### config.mk
export PLATFORM = sky130hd
export DESIGN_NAME = serial_tx
export DESIGN_NICKNAME = d
export VERILOG_FILES = /design/src/rtl/serial_tx.sv
export SDC_FILE = /design/constraint.sdc
export NUM_CORES = 1
export LEC_CHECK = 0
export ABC_AREA = 1
export BUFFER_PORTS_ARGS = -buffer_cell sky130_fd_sc_hd__buf_2
export CORE_MARGIN = 2
export CORE_UTILIZATION = 40
export CTS_CLUSTER_SIZE = 14
export DETAILED_ROUTE_END_ITERATION = 6
export PLACE_DENSITY_LB_ADDON = 0.05
export SLEW_MARGIN = 15
export SYNTH_ARGS = -nofsm -noshare
export SYNTH_HDL_FRONTEND = slang
export SYNTH_SLANG_ARGS = --single-unit
### constraint.sdc
create_clock -name clk -period 3.4 [get_ports clk]
set_input_delay 0.68 -clock clk [delete_from_list [all_inputs] [get_ports clk]]
set_output_delay 0.68 -clock clk [all_outputs]
set_load 0.02 [all_outputs]
### src/rtl/serial_tx.sv
// Asynchronous serial transmitter: start bit, LSB-first data, optional even parity, stop bit.
// Optional parity bit enabled by defining SERIAL_TX_PARITY_EN.
module serial_tx #(
    parameter int DATA_BITS  = 8,
    parameter int OVERSAMPLE = 16
) (
    input  logic                 clk,
    input  logic                 rst,
    input  logic                 tick,
    input  logic [DATA_BITS-1:0] data_in,
    input  logic                 load,
    output logic                 ready,
    output logic                 tx,
    output logic                 busy,
    output logic                 done
);

    localparam int IW = (DATA_BITS > 1) ? $clog2(DATA_BITS) : 1;

`ifdef SERIAL_TX_PARITY_EN
    typedef enum logic [2:0] {IDLE, START, DATA, PARITY, STOP} state_t;
    logic parity_q, parity_d;
`else
    typedef enum logic [2:0] {IDLE, START, DATA, STOP} state_t;
`endif

    state_t               state_q, state_d;
    logic [3:0]           sub_q, sub_d;
    logic [IW-1:0]        idx_q, idx_d;
    logic [DATA_BITS-1:0] shift_q, shift_d, shr;
    logic                 tx_q, tx_d;
    logic                 busy_q, busy_d;
    logic                 done_q, done_d;
    logic                 bit_end;

    always_ff @(posedge clk) begin
        if (rst) begin
            state_q  <= IDLE;
            sub_q    <= '0;
            idx_q    <= '0;
            shift_q  <= '0;
            tx_q     <= 1'b1;
            busy_q   <= 1'b0;
            done_q   <= 1'b0;
`ifdef SERIAL_TX_PARITY_EN
            parity_q <= 1'b0;
`endif
        end else begin
            state_q  <= state_d;
            sub_q    <= sub_d;
            idx_q    <= idx_d;
            shift_q  <= shift_d;
            tx_q     <= tx_d;
            busy_q   <= busy_d;
            done_q   <= done_d;
`ifdef SERIAL_TX_PARITY_EN
            parity_q <= parity_d;
`endif
        end
    end

    always_comb begin
        state_d  = state_q;
        sub_d    = sub_q;
        idx_d    = idx_q;
        shift_d  = shift_q;
        tx_d     = tx_q;
        busy_d   = busy_q;
        done_d   = 1'b0;
        shr      = shift_q >> 1;
        bit_end  = tick && (sub_q == 4'(OVERSAMPLE - 1));
`ifdef SERIAL_TX_PARITY_EN
        parity_d = parity_q;
`endif
        if (state_q == IDLE) begin
            // tick is deliberately ignored here so the start bit gets a full period
            tx_d = 1'b1;
            if (load) begin
                shift_d  = data_in;
                state_d  = START;
                tx_d     = 1'b0;
                busy_d   = 1'b1;
                sub_d    = '0;
                idx_d    = '0;
`ifdef SERIAL_TX_PARITY_EN
                parity_d = ^data_in;
`endif
            end
        end else if (tick) begin
            sub_d = bit_end ? 4'd0 : sub_q + 4'd1;
            if (bit_end) begin
                case (state_q)
                    START: begin
                        state_d = DATA;
                        tx_d    = shift_q[0];
                    end
                    DATA: begin
                        if (idx_q < IW'(DATA_BITS - 1)) begin
                            shift_d = shr;
                            idx_d   = idx_q + IW'(1);
                            tx_d    = shr[0];
                        end else begin
`ifdef SERIAL_TX_PARITY_EN
                            state_d = PARITY;
                            tx_d    = parity_q;
`else
                            state_d = STOP;
                            tx_d    = 1'b1;
`endif
                        end
                    end
`ifdef SERIAL_TX_PARITY_EN
                    PARITY: begin
                        state_d = STOP;
                        tx_d    = 1'b1;
                    end
`endif
                    STOP: begin
                        state_d = IDLE;
                        busy_d  = 1'b0;
                        done_d  = 1'b1;
                        tx_d    = 1'b1;
                    end
                    default: state_d = IDLE;
                endcase
            end
        end
    end

    assign ready = (state_q == IDLE);
    assign tx    = tx_q;
    assign busy  = busy_q;
    assign done  = done_q;

endmodule

### After elaboration in Yosys (flattened, before gate mapping)

Cells that the tools add are included.

| word-level totals | value |
|---|---|
| flip-flop bits (word level) | 21 |
| input bits | 12 |
| output and inout port bits | 4 |
| word-level logic and storage cells | 66 |

| operators by class | value |
|---|---|
| add/sub/neg operators | 2 |
| order comparisons | 1 |
| equal/unequal tests | 6 |
| multiplexer cells | 34 |
| bitwise gates (word level) | 2 |
| reduce and logical (&&, ||, !) cells | 14 |

Operators by type and width:

| cell | number |
|---|---|
| $mux 8 | 6 |
| $mux 3 | 11 |
| $mux 4 | 4 |
| $mux 1 | 11 |
| $reduce_bool 2->1 | 5 |
| $reduce_and 4->1 | 2 |
| $eq 3x2->1 const B | 2 |
| $pmux 3 s2 | 1 |
| $reduce_and 5->1 | 1 |
| $add 4x1->4 const B | 1 |
| $eq 4x4->1 const B | 1 |
| $reduce_bool 4->1 | 1 |
| $reduce_or 4->1 | 1 |
| $add 3x1->3 const B | 1 |
| $eq 3x1->1 const B | 1 |
| $logic_not 3->1 | 1 |
| $lt 3x3->1 const B | 1 |
| $ne 3x3->1 const B | 1 |
| $pmux 1 s3 | 1 |
| $reduce_and 3->1 | 1 |
| $ne 2x2->1 const B | 1 |
| $not 1->1 | 2 |
| $reduce_and 2->1 | 1 |
| $logic_and 1x1->1 | 1 |

### Depth between registers and ports, before layout

| depth | value |
|---|---|
| word-level depth | 6 |
| gate-level depth with buffers | 11 |
| mapped depth without buffers | 10 |

### Worst setup path after synthesis

Ideal clock, no wire load.

| path | value |
|---|---|
| kind | register to register |
| start point | reg state_q[0] |
| end point | reg shift_q[1] |
| setup time | 115 ps |
| arrival time | 1507 ps |
| data required time | 3285 ps |
| slack | 1778 ps |
| stages on the path, launching flop included | 11 |
| buffers on the path | 2 |
| period minus slack after synthesis | 1622 ps |
| path through | dfxtp_1 -> inv_1 -> ha_1 -> buf_6 -> nand2_2 -> nand3_4 -> nor2_8 -> buf_6 -> nand3_1 -> nand2_1 -> nor2_1 |

| between the ends | value |
|---|---|
| longest elaborated chain between the ends | 3 |
| elaborated cells between the ends (all ways) | 9 |
| classes of those cells | eq/ne (2); mux (1); reduce/logical (6) |

Ends and longest elaborated chain:

| what | line | RTL |
|---|---|---|
| from (decl) | 27 | `state_t state_q, state_d;` |
| from (signal assigned) | 49 | `state_q <= state_d;` |
| $logic_not 3->1 * | -- |  |
| named net ready | 12 | `output logic ready,` |
| $ne 2x2->1 (no line) / $reduce_bool 2->1 (equally long branches) | -- |  |
| $reduce_and 5->1 (no line) | -- |  |
| to (signal assigned) | 52 | `shift_q <= shift_d;` |
| to (decl) | 30 | `logic [DATA_BITS-1:0] shift_q, shift_d, shr;` |

Mark *: on every way through the listed nets, which the timed path passes. The rest lies on a longest branch.
A chain may end at the register's enable or synchronous reset.

### Final worst setup path

| path | value |
|---|---|
| start point | reg state_q[0] |
| end point | out ready |

| between the ends | value |
|---|---|
| longest elaborated chain between the ends | 1 |

Ends and longest elaborated chain:

| what | line | RTL |
|---|---|---|
| $logic_not 3->1 | 130 | `assign ready = (state_q == IDLE);` |
| to (decl) | 12 |  |

Every way passes these cells.

==> out/qor.yml <==
worst_setup_path:
  slowest_delay_ns: 0.36
  r2r-start: "sub_q[0]"
  arrival_ns: 1.46
  cp-end-kind: "output pin"
  path_class: "reg2out"
  start_kind: "flip-flop"
  cp_num_buf_inv: 3
  crit_family: "buffers and inverters"
  crit_chain: "inv_1, ha_1, buf_4, buf_2"
  crit_start: "state_q[0]"
  slowest_stage: "dfxtp_1"
  worstPathRequired_ns: 2.72
  crit_fanout: 16
clock_tree:
  clock-sinks: 20
  post_cts_buffers: 0
  cts_tree: "done"
  htreeDepth: 1
  clockRootBuffer: "clkbuf_4"
  clock_latency_ns: 0.30
  numCtsBuffers: 3
  path_clk_slew_ns: 0.12
  cts_resized: 0
  cts_hold_buf: 0
  cts_buffer_depth: 2
global_route:
  grt_overflow: 0
  grt_pass1_vias: 935
  grt_pass1_wl_um: 4070
  grt_start_max_net_pins: 18
  antenna_found_initial: 0
  track_usage_pct: 15.4
die:
  die_x_um: 58.2
  rows: 19
  initial_core_util_pct: 42.2
  core_area_um2: 2780
  die_h_um: 58.2
  die_area_um2: 3390
  pin_count: 16
synthesis:
  syn_nets: 177
  syn_area_um2: 1170
  synth.distinct_cells: 29
  synth_edf_count: 0
  synth-seq-cells: 20
  syn_inst: 159
  avgSynthCellArea_um2: 7.39
  yosysWarnings: 0
  ys.flop_type: "dfxtp_1"
  ys_seq_area_share_pct: 34.1
  ys_async_sr_fraction_pct: 0
timing:
  hold_viol_final: 0
  final.setup.worst_slack_ns: 1.26
  fin_tns_setup_ns: 0
  setup_viol: 0
  rsz0062_at_grt: "no"
  fmax_mhz: 468
  finClkSkew_ns: 0.00274
  min_period_ns: 2.14
  worst_slew_pin_slew_ns: 0.879
  drv_slew: 0
  period_share_pct: 62.9
  max-slew-margin-rel_pct: 41.0
place:
  pre_cts_ws_ns: 1.18
  portBuffers: 15
  dp_hpwl_um: 1730
  gp_congestion: 0.770
  dp.cells: 201
finish:
  drive_gt1_share_pct: 18.4
  antenna_cells: 0
  regArea_um2: 400
  area_growth_pct: 10.3
  final_cell_count_no_fill: 205
  nFillCells: 280
  most-common-layout-cells: "27 x nand2_1, 20 x dfxtp_1, 19 x nor2_1, 18 x nand3_1, 17 x inv_1"
  layout_commonest_cell: "nand2_1"
  nets: 193
  multi_input_area_um2: 653
routing:
  routed.top_layer: "met4"
  dr.pass1.iters: 4
  drt-met1-wl_um: 1240
  met3_length_um: 56
  met2_length_um: 1020
  totalWireLength_um: 2360
  drc_errors: 0
  drt_iter0_drc: 39
  wl_per_cell_um: 11.5
  avgViaCountPerCell: 5.00
  ant_nets: 0
  vias: 1024
status:
  status: "finished, final reports clean"
job:
  max_cap_violations: 0
hold_path:
  hp-class: "reg2reg"
  min_from: "busy"
pwr:
  p_leak_nw: 0.602
  p_total_w: 0.00118
  p_per_area_nw_per_um2: 910
  irDropWorstVdd_v: 0.000477
## worst min-delay path: cells and delay by family (launching register included)
| kind | cells | cell delay, ns |
|---|---|---|
| compound gates | 1 | 0.05 |
| flops | 1 | 0.33 |
| simple gates | 1 | 0.06 |
## cell usage after synthesis, types with 2 or more instances
cell type  instances  area (um2)
nand2_1           27         101
dfxtp_1           20         400
nor2_1            19        71.3
nand3_1           18        90.1
inv_1             17        63.8
a21oi_1           15        75.1
ha_1               6        75.1
mux2i_1            6        60.1
o21ai_0            5        25.0
buf_2              2        10.0
buf_6              2        22.5
inv_2              2        7.51
nand2_4            2        22.5
nand3_2            2        20.0
o21ai_1            2        10.0
## metrics by stage
step / cell area [um2] / hold slack, ns / util, %
floorplan: 1170 / 0.434 / -
detailed placement: 1260 / 0.461 / 45.3
global placement: 1260 / 0.450 / 45.3
CTS: 1300 / 0.480 / 46.6
finish: 1300 / 0.477 / 46.6
global route: 1300 / 0.494 / 46.6
## per-layer routing
metal  vias to the layer above  track usage (%)
li1                        548                -
met1                       454             21.9
met2                        17             23.5
met3                         5             2.01
met4                         0             5.98
met5                         -                0
## cells by family (layout without fill, tap and decap cells)
logic type / count (synthesis) / count (layout) / synth area share, %
simple gates: 76 / 76 / 32.8
xor+xnor: 1 / 1 / 0.746
fa+ha+maj: 6 / 6 / 6.39
compound gates: 24 / 24 / 10.5
buf+inv: 26 / 41 / 10.3
mux: 6 / 6 / 5.11
flops: 20 / 20 / 34.1
## cell type report
cell class,count,share of cell area [%]
inverters,20,5.98
repair buffers,17,6.95
well taps,31,2.99
clock buffers,4,2.80
multi-input cells,113,50.4
flip-flops and latches,20,30.9
## power breakdown
group / switching [W] / internal [W]
registers: 0.0000494 / 0.000314
logic: 0.000432 / 0.000244
clock network: 0.0000760 / 0.0000654
## state kept, by name (all words and copies together) (netlist names)
register  cells
busy          1
tx            1
idx_q         3
shift_q       8
state_q       2
sub_q         4
done          1
## path summary, 6_finish.rpt
path | to | slack (ns) | cells after the start
max reg2reg | idx_q[1] | 1.42 | 7
min reg2reg | busy | 0.48 | 2
min | busy | 0.48 | 2
max | ready | 1.26 | 4
Note: power is estimated with default switching activity, not from simulation.
